--- src/rtl/mul_div_unit.sv ---
// mul_div_unit: iterative shift-add multiply / restoring divide with HI/LO registers
module mul_div_unit #(
  parameter int WIDTH = 32,
  parameter int CNT_W = 5
) (
  input  logic             Clk,
  input  logic             Reset,
  input  logic             Start,
  input  logic [2:0]       Op,
  input  logic [WIDTH-1:0] OperandA,
  input  logic [WIDTH-1:0] OperandB,
  output logic             Busy,
  output logic             Done,
  output logic [WIDTH-1:0] Hi,
  output logic [WIDTH-1:0] Lo
);
  typedef enum logic [1:0] {IDLE, CALC, FINISH} state_t;
  state_t               r_state;
  logic [CNT_W-1:0]     r_cnt;
  logic [2*WIDTH-1:0]   r_acc;
  logic [WIDTH-1:0]     r_a, r_b, r_araw;
  logic                 r_div, r_uns, r_sa, r_sb, r_bz;
  logic [WIDTH-1:0]     w_abs_a, w_abs_b;
  logic [WIDTH:0]       w_sum, w_rem_sh, w_diff;
  logic [2*WIDTH-1:0]   w_mul_next, w_div_next, w_prod;
  logic [WIDTH-1:0]     w_q, w_r;
  always_comb begin
    w_abs_a    = (!Op[0] && OperandA[WIDTH-1]) ? -OperandA : OperandA;
    w_abs_b    = (!Op[0] && OperandB[WIDTH-1]) ? -OperandB : OperandB;
    w_sum      = {1'b0, r_acc[2*WIDTH-1:WIDTH]} + (r_acc[0] ? {1'b0, r_a} : '0);
    w_mul_next = {w_sum, r_acc[WIDTH-1:1]};
    // Remainder lives in the upper half, dividend/quotient bits shift through the lower half
    w_rem_sh   = r_acc[2*WIDTH-1:WIDTH-1];
    w_diff     = w_rem_sh - {1'b0, r_b};
    w_div_next = w_diff[WIDTH] ? {w_rem_sh[WIDTH-1:0], r_acc[WIDTH-2:0], 1'b0}
                               : {w_diff[WIDTH-1:0], r_acc[WIDTH-2:0], 1'b1};
    w_prod     = (!r_uns && (r_sa ^ r_sb)) ? -r_acc : r_acc;
    w_q        = (!r_uns && (r_sa ^ r_sb)) ? -r_acc[WIDTH-1:0] : r_acc[WIDTH-1:0];
    w_r        = (!r_uns && r_sa) ? -r_acc[2*WIDTH-1:WIDTH] : r_acc[2*WIDTH-1:WIDTH];
  end
  always_ff @(posedge Clk) begin
    if (Reset) begin
      r_state <= IDLE;
      r_cnt   <= '0;
      r_acc   <= '0;
      r_a     <= '0;
      r_b     <= '0;
      r_araw  <= '0;
      r_div   <= 1'b0;
      r_uns   <= 1'b0;
      r_sa    <= 1'b0;
      r_sb    <= 1'b0;
      r_bz    <= 1'b0;
      Busy    <= 1'b0;
      Done    <= 1'b0;
      Hi      <= '0;
      Lo      <= '0;
    end else begin
      Done <= 1'b0;
      case (r_state)
        IDLE: if (Start) begin
          if (Op == 3'b100) Hi <= OperandA;
          if (Op == 3'b101) Lo <= OperandA;
          if (!Op[2]) begin
            r_div   <= Op[1];
            r_uns   <= Op[0];
            r_sa    <= !Op[0] && OperandA[WIDTH-1];
            r_sb    <= !Op[0] && OperandB[WIDTH-1];
            r_bz    <= OperandB == '0;
            r_araw  <= OperandA;
            r_a     <= w_abs_a;
            r_b     <= w_abs_b;
            r_acc   <= Op[1] ? {{WIDTH{1'b0}}, w_abs_a} : {{WIDTH{1'b0}}, w_abs_b};
            r_cnt   <= '0;
            Busy    <= 1'b1;
            r_state <= CALC;
          end
        end
        CALC: begin
          r_acc   <= r_div ? w_div_next : w_mul_next;
          r_cnt   <= r_cnt + 1'b1;
          r_state <= (r_cnt == CNT_W'(WIDTH-1)) ? FINISH : CALC;
        end
        FINISH: begin
          Hi      <= !r_div ? w_prod[2*WIDTH-1:WIDTH] : r_bz ? r_araw : w_r;
          Lo      <= !r_div ? w_prod[WIDTH-1:0] : r_bz ? '1 : w_q;
          Done    <= 1'b1;
          Busy    <= 1'b0;
          r_state <= IDLE;
        end
        default: r_state <= IDLE;
      endcase
    end
  end
endmodule
--- config.mk ---
export PLATFORM = sky130hd
export DESIGN_NAME = mul_div_unit
export DESIGN_NICKNAME = d
export VERILOG_FILES = /design/src/rtl/mul_div_unit.sv
export SDC_FILE = /design/constraint.sdc
export NUM_CORES = 1
export LEC_CHECK = 0
export CORE_MARGIN = 2
export CORE_UTILIZATION = 65
export DETAILED_ROUTE_END_ITERATION = 12
export HOLD_SLACK_MARGIN = 0.02
export PLACE_DENSITY = 0.87
export SETUP_SLACK_MARGIN = 0.1
export SLEW_MARGIN = 20
export SYNTH_ARGS = -nofsm -noshare
export SYNTH_HDL_FRONTEND = slang
export SYNTH_SLANG_ARGS = --single-unit
--- constraint.sdc ---
create_clock -name Clk -period 6.6 [get_ports Clk]
set_input_delay 0.99 -clock Clk [delete_from_list [all_inputs] [get_ports Clk]]
set_output_delay 0.99 -clock Clk [all_outputs]
set_load 0.02 [all_outputs]
# == Word level (Yosys, flattened, before mapping) ==
# Index checks and enable logic that the tools add are counted.
# word_totals
latch_bits,0
wordCells,83
output_inout_bits,66
mem_bits_ro,0
n_memories,0
mem_bits_rw,0
regBits,238
# op_classes
div_mod_pow,0
shift,0
bitwise_logic,2
n_reduce_logical,16
n_eq_ne,9
multipliers,0
order_cmp,0
addsub,8
mux,33
# ops
cell,count
$mux 32,14
$mux 64,5
$neg 32->32,4
$pmux 32 s2,2
$pmux 64 s2,1
$neg 64->64,1
$add 32x32->33,1
$sub 33x32->33,1
$logic_not 32->1,1
$reduce_and 3->1,5
$mux 5,2
$pmux 5 s2,1
$ne 2x2->1 const B,4
$eq 3x3->1 const B,2
$mux 2,3
$add 5x1->5 const B,1
$eq 5x5->1 const B,1
$logic_and 1x1->1,4
$pmux 2 s2,1
$reduce_bool 2->1,2
$mux 1,3
$eq 2x1->1 const B,1
$eq 2x2->1 const B,1
$logic_not 1->1,2
5 further kinds,5

# == Depth between registers and ports, before layout ==
# logic_depth
word_depth,7
ltp_mapped,14
mapped_depth_nobuf,13

# == Worst setup path after synthesis ==
# Ideal clock, no wire load.
# synth_timing
path_type,input to register
startpoint,in OperandA[12]
endpoint,reg r_acc[26]
setup_slack_ns,2.941
path_stages,10
t_arrival_ns,3.544
setup_ns,0.115
cell_sequence,clkbuf_2 > or4_4 > or4_4 > or4_1 > buf_2 > o41ai_4 > xor2_1 > nand2_1 > and3_1 > o21a_1
# synth_between
elab_chain_cells,6
# synth_rtl
item,line,text
"start, declared",10,"input logic [WIDTH-1:0] OperandA,"
$neg 32->32,28,w_abs_a = (!Op[0] && OperandA[WIDTH-1]) ? -OperandA : OperandA;
$mux 32,28,
$mux 32,73,"r_acc <= Op[1] ? {{WIDTH{1'b0}}, w_abs_a} : {{WIDTH{1'b0}}, w_abs_b};"
$mux 64,64,if (!Op[2]) begin
$mux 64,61,IDLE: if (Start) begin
$pmux 64 s2,60,case (r_state)
"end signal, assigned",73,
"end signal, assigned",80,r_acc <= r_div ? w_div_next : w_mul_next;
"end, declared",20,logic [2*WIDTH-1:0] r_acc;
# No other way between the ends. The select of a mux whose other input is x is not followed.
# A chain may end at the register's enable or synchronous reset.

# == Worst setup path in the final report ==
# layout_timing
startpoint,reg r_acc[0]
endpoint,reg r_acc[57]
# layout_between
elab_chain_cells,4
# layout_rtl
item,line,text
$mux 32,30,"w_sum = {1'b0, r_acc[2*WIDTH-1:WIDTH]} + (r_acc[0] ? {1'b0, r_a} : '0);"
$add 32x32->33,30,
$mux 64,80,
$pmux 64 s2,60,
# No other way between the ends.

==> results.sh <==
export IMPL_htreeDepth=1
export IMPL_cts_sinks=237
export IMPL_hold_path_class="flip-flop to flip-flop"
export IMPL_coreArea_um2=26800
export IMPL_fmax_mhz=234
export IMPL_wl_um=66000
export IMPL_path_class="flip-flop to flip-flop"
export IMPL_cpPeakStageDelay_ns=0.71
export IMPL_synth_top_area_share=0.270
export IMPL_yosys_top_cells_area="dfxtp_1 (27%), a21oi_1 (7.4%), nand2_1 (5.7%)"
export IMPL_power_density_nw_per_um2=201
export IMPL_num_rows=60
export IMPL_yosysSeqAreaShare=0.270
export IMPL_hold_viol_final=0
export IMPL_antenna_left=0
export IMPL_antenna_found_initial=0
export IMPL_ir_drop_v=0.000262
export IMPL_synth_largest_area_cell="dfxtp_1"
export IMPL_cts_tree="yes"
export IMPL_cts_root_buf="clkbuf_16"
export IMPL_viasPerCell=6.95
export IMPL_setup_tns_final_ns=0
export IMPL_cts_hold_buf=0
export IMPL_syn_area_um2=17600
export IMPL_die_area_um2=28400
export IMPL_ys_flop_type="dfxtp_1"
export IMPL_synth_edf_count=0
export IMPL_finalCritPeriodShare=0.648
export IMPL_yosysMostFrequentCell="nand2_1"
export IMPL_start_kind="flip-flop"
export IMPL_crit_required_ns=7.04
export IMPL_hpwl_um=48600
export IMPL_cp_top_family="compound AO/OA/AOI/OAI gates"
export IMPL_fin_crit_ns=4.27
export IMPL_crit_chain="buf_4 > and2_1 > ha_1 > nor2b_1 > o31a_1 > o21a_1 > a21oi_1 > o21ai_0 > a2111oi_0 > nor3_1 > xor2_1 > a221o_1"
export IMPL_syn_to_final_growth_pct=12.4
export IMPL_drt_iter0_drc=2649
export IMPL_cp_slowest_cell="dfxtp_1"
export IMPL_syn_inst=2399
export IMPL_die_x_um=169
export IMPL_relSlewSlack=0.245
export IMPL_cts_made_buffers=27
export IMPL_report_final_setup_viol=0
export IMPL_final_layout_size_suffix_gt1_frac=0.0426
export IMPL_vias=19200
export IMPL_syn_avg_cell_area_um2=7.34
export IMPL_rsz0062_at_grt="no"
export IMPL_leakagePower_nw=7.50
export IMPL_syn_num_nets=2541
export IMPL_place_congestion=1.01
export IMPL_slew_viol_final=0
export IMPL_io_pins=136
export IMPL_grt_max_degree=148
export IMPL_io_buffers=135
export IMPL_grt_ovfl_total=0
export IMPL_synth_cells_most_frequent="nand2_1 (266), a21oi_1 (259), nor2_1 (258)"
export IMPL_path_clk_slew_ns=0.06
export IMPL_total_power_mw=3.97
export IMPL_drtPass1Iterations=6
export IMPL_crit_buf_inv=1
export IMPL_endpoint_kind="flip-flop"
export IMPL_yosysWarnings=0
export IMPL_grt_pass1_vias=17700
export IMPL_clock_path_buffers=3
export IMPL_run_status="complete, no violations"
export IMPL_fin_skew_ns=0.0147
export IMPL_ys_types=78
export IMPL_grt_pass1_wl_um=99400
export IMPL_ctsResizeCount=0
export IMPL_worst_slew_pin_slew_ns=1.13
export IMPL_ys_ff_latch=237
export IMPL_worstPathArrival_ns=4.72
export IMPL_synthArstFlopShare=0
export IMPL_drv_cap=0
export IMPL_num_fill_cells=2133
export IMPL_path_max_fanout=31
export IMPL_post_cts_buffers=0
export IMPL_clk_latency_ns=0.56
export IMPL_drcViolationCount=0
export IMPL_nets=2542
export IMPL_wl_per_cell_um=23.9
export IMPL_start_util=0.657
export IMPL_grt_usage=0.446
export IMPL_die_y_um=169
-- kinds of logic (layout without fill, tap and decap cells) --
| logic type | after synthesis | count (layout) | synth area share |
|---|---|---|---|
| xor+xnor | 181 | 181 | 0.0900 |
| buf+inv | 260 | 279 | 0.0571 |
| simple gates | 828 | 828 | 0.219 |
| mux | 66 | 66 | 0.0377 |
| flops | 237 | 237 | 0.270 |
| compound gates | 755 | 755 | 0.275 |
| fa+ha+maj | 72 | 72 | 0.0520 |
| other cells | 0 | 1 | 0 |
-- layout by cell type (no fill, tap or decap), drive strengths merged, types with 23 or more instances in the layout --
cell type,instances
buf,28
a22oi,26
mux2i,64
inv,70
xor2,92
a21o,30
clkbuf,38
a211oi,94
o211ai,30
ha,70
xnor2,89
and2,43
dfxtp,237
o21ai,131
nand2,266
nor2,258
nand3,23
clkdlybuf4s50,134
a21oi,259
nor3,76
o221ai,38
-- flip-flops by register name, indices dropped and copies added (netlist names) --
signal   flops
r_acc       64
Hi          32
Lo          32
r_a         32
r_b         32
r_araw      31
r_cnt        5
r_state      2
Busy         1
Done         1
r_bz         1
r_div        1
r_sa         1
r_sb         1
r_uns        1
-- final timing paths --
path                 start         to  cells after the start  slack (ns)
setup / recovery  r_acc[0]  r_acc[57]                     12        2.33
hold / removal      Lo[16]     Lo[16]                      2        0.45
setup reg to reg  r_acc[0]  r_acc[57]                     12        2.33
hold reg to reg     Lo[16]     Lo[16]                      2        0.45
-- per-stage QoR --
step | util | cells | cell area (um^2) | hold slack (ns) | worst slack [ns]
floorplan | - | 2399 | 17600 | 0.432 | 2.94
global placement | 0.705 | 2712 | 18900 | 0.440 | 2.12
detailed placement | 0.705 | 2712 | 18900 | 0.444 | 2.02
CTS | 0.738 | 2759 | 19800 | 0.453 | 2.49
global route | 0.738 | 2759 | 19800 | 0.464 | 2.25
finish | 0.738 | 2760 | 19800 | 0.451 | 2.33
-- area by class of cell --
class / instances / area, um^2 / share of cell area
Inverter: 70 / 263 / 0.0133
Sequential cell: 237 / 4750 / 0.240
Antenna cell: 1 / 2.50 / 0.000126
Clock buffer: 38 / 787 / 0.0398
Clock inverter: 9 / 108 / 0.00544
Multi-Input combinational cell: 1902 / 11900 / 0.601
Tap cell: 341 / 427 / 0.0216
Timing Repair Buffer: 162 / 1570 / 0.0792
-- report_power, final --
group | total [mW] | switching [mW] | internal [mW]
sequential | 1.58 | 0.0826 | 1.50
combinational | 0.842 | 0.538 | 0.304
clock | 1.55 | 0.642 | 0.904
total | 3.97 | 1.26 | 2.71
-- per-layer routing --
layer | up-vias | part of all wire | wire, um | GRT usage
li1 | 8639 | - | - | -
met1 | 8941 | 0.37 | 24500 | 0.571
met2 | 1280 | 0.43 | 28600 | 0.694
met3 | 320 | 0.12 | 7950 | 0.0881
met4 | 0 | 0.074 | 4900 | 0.276
met5 | - | 0 | 0 | 0
-- worst min-delay path, stage by stage, from the launching register on --
cell	delay [ns]
dfxtp_1	0.31
nand2_1	0.05
a21oi_1	0.05
Power figures use the tool's default switching activity.
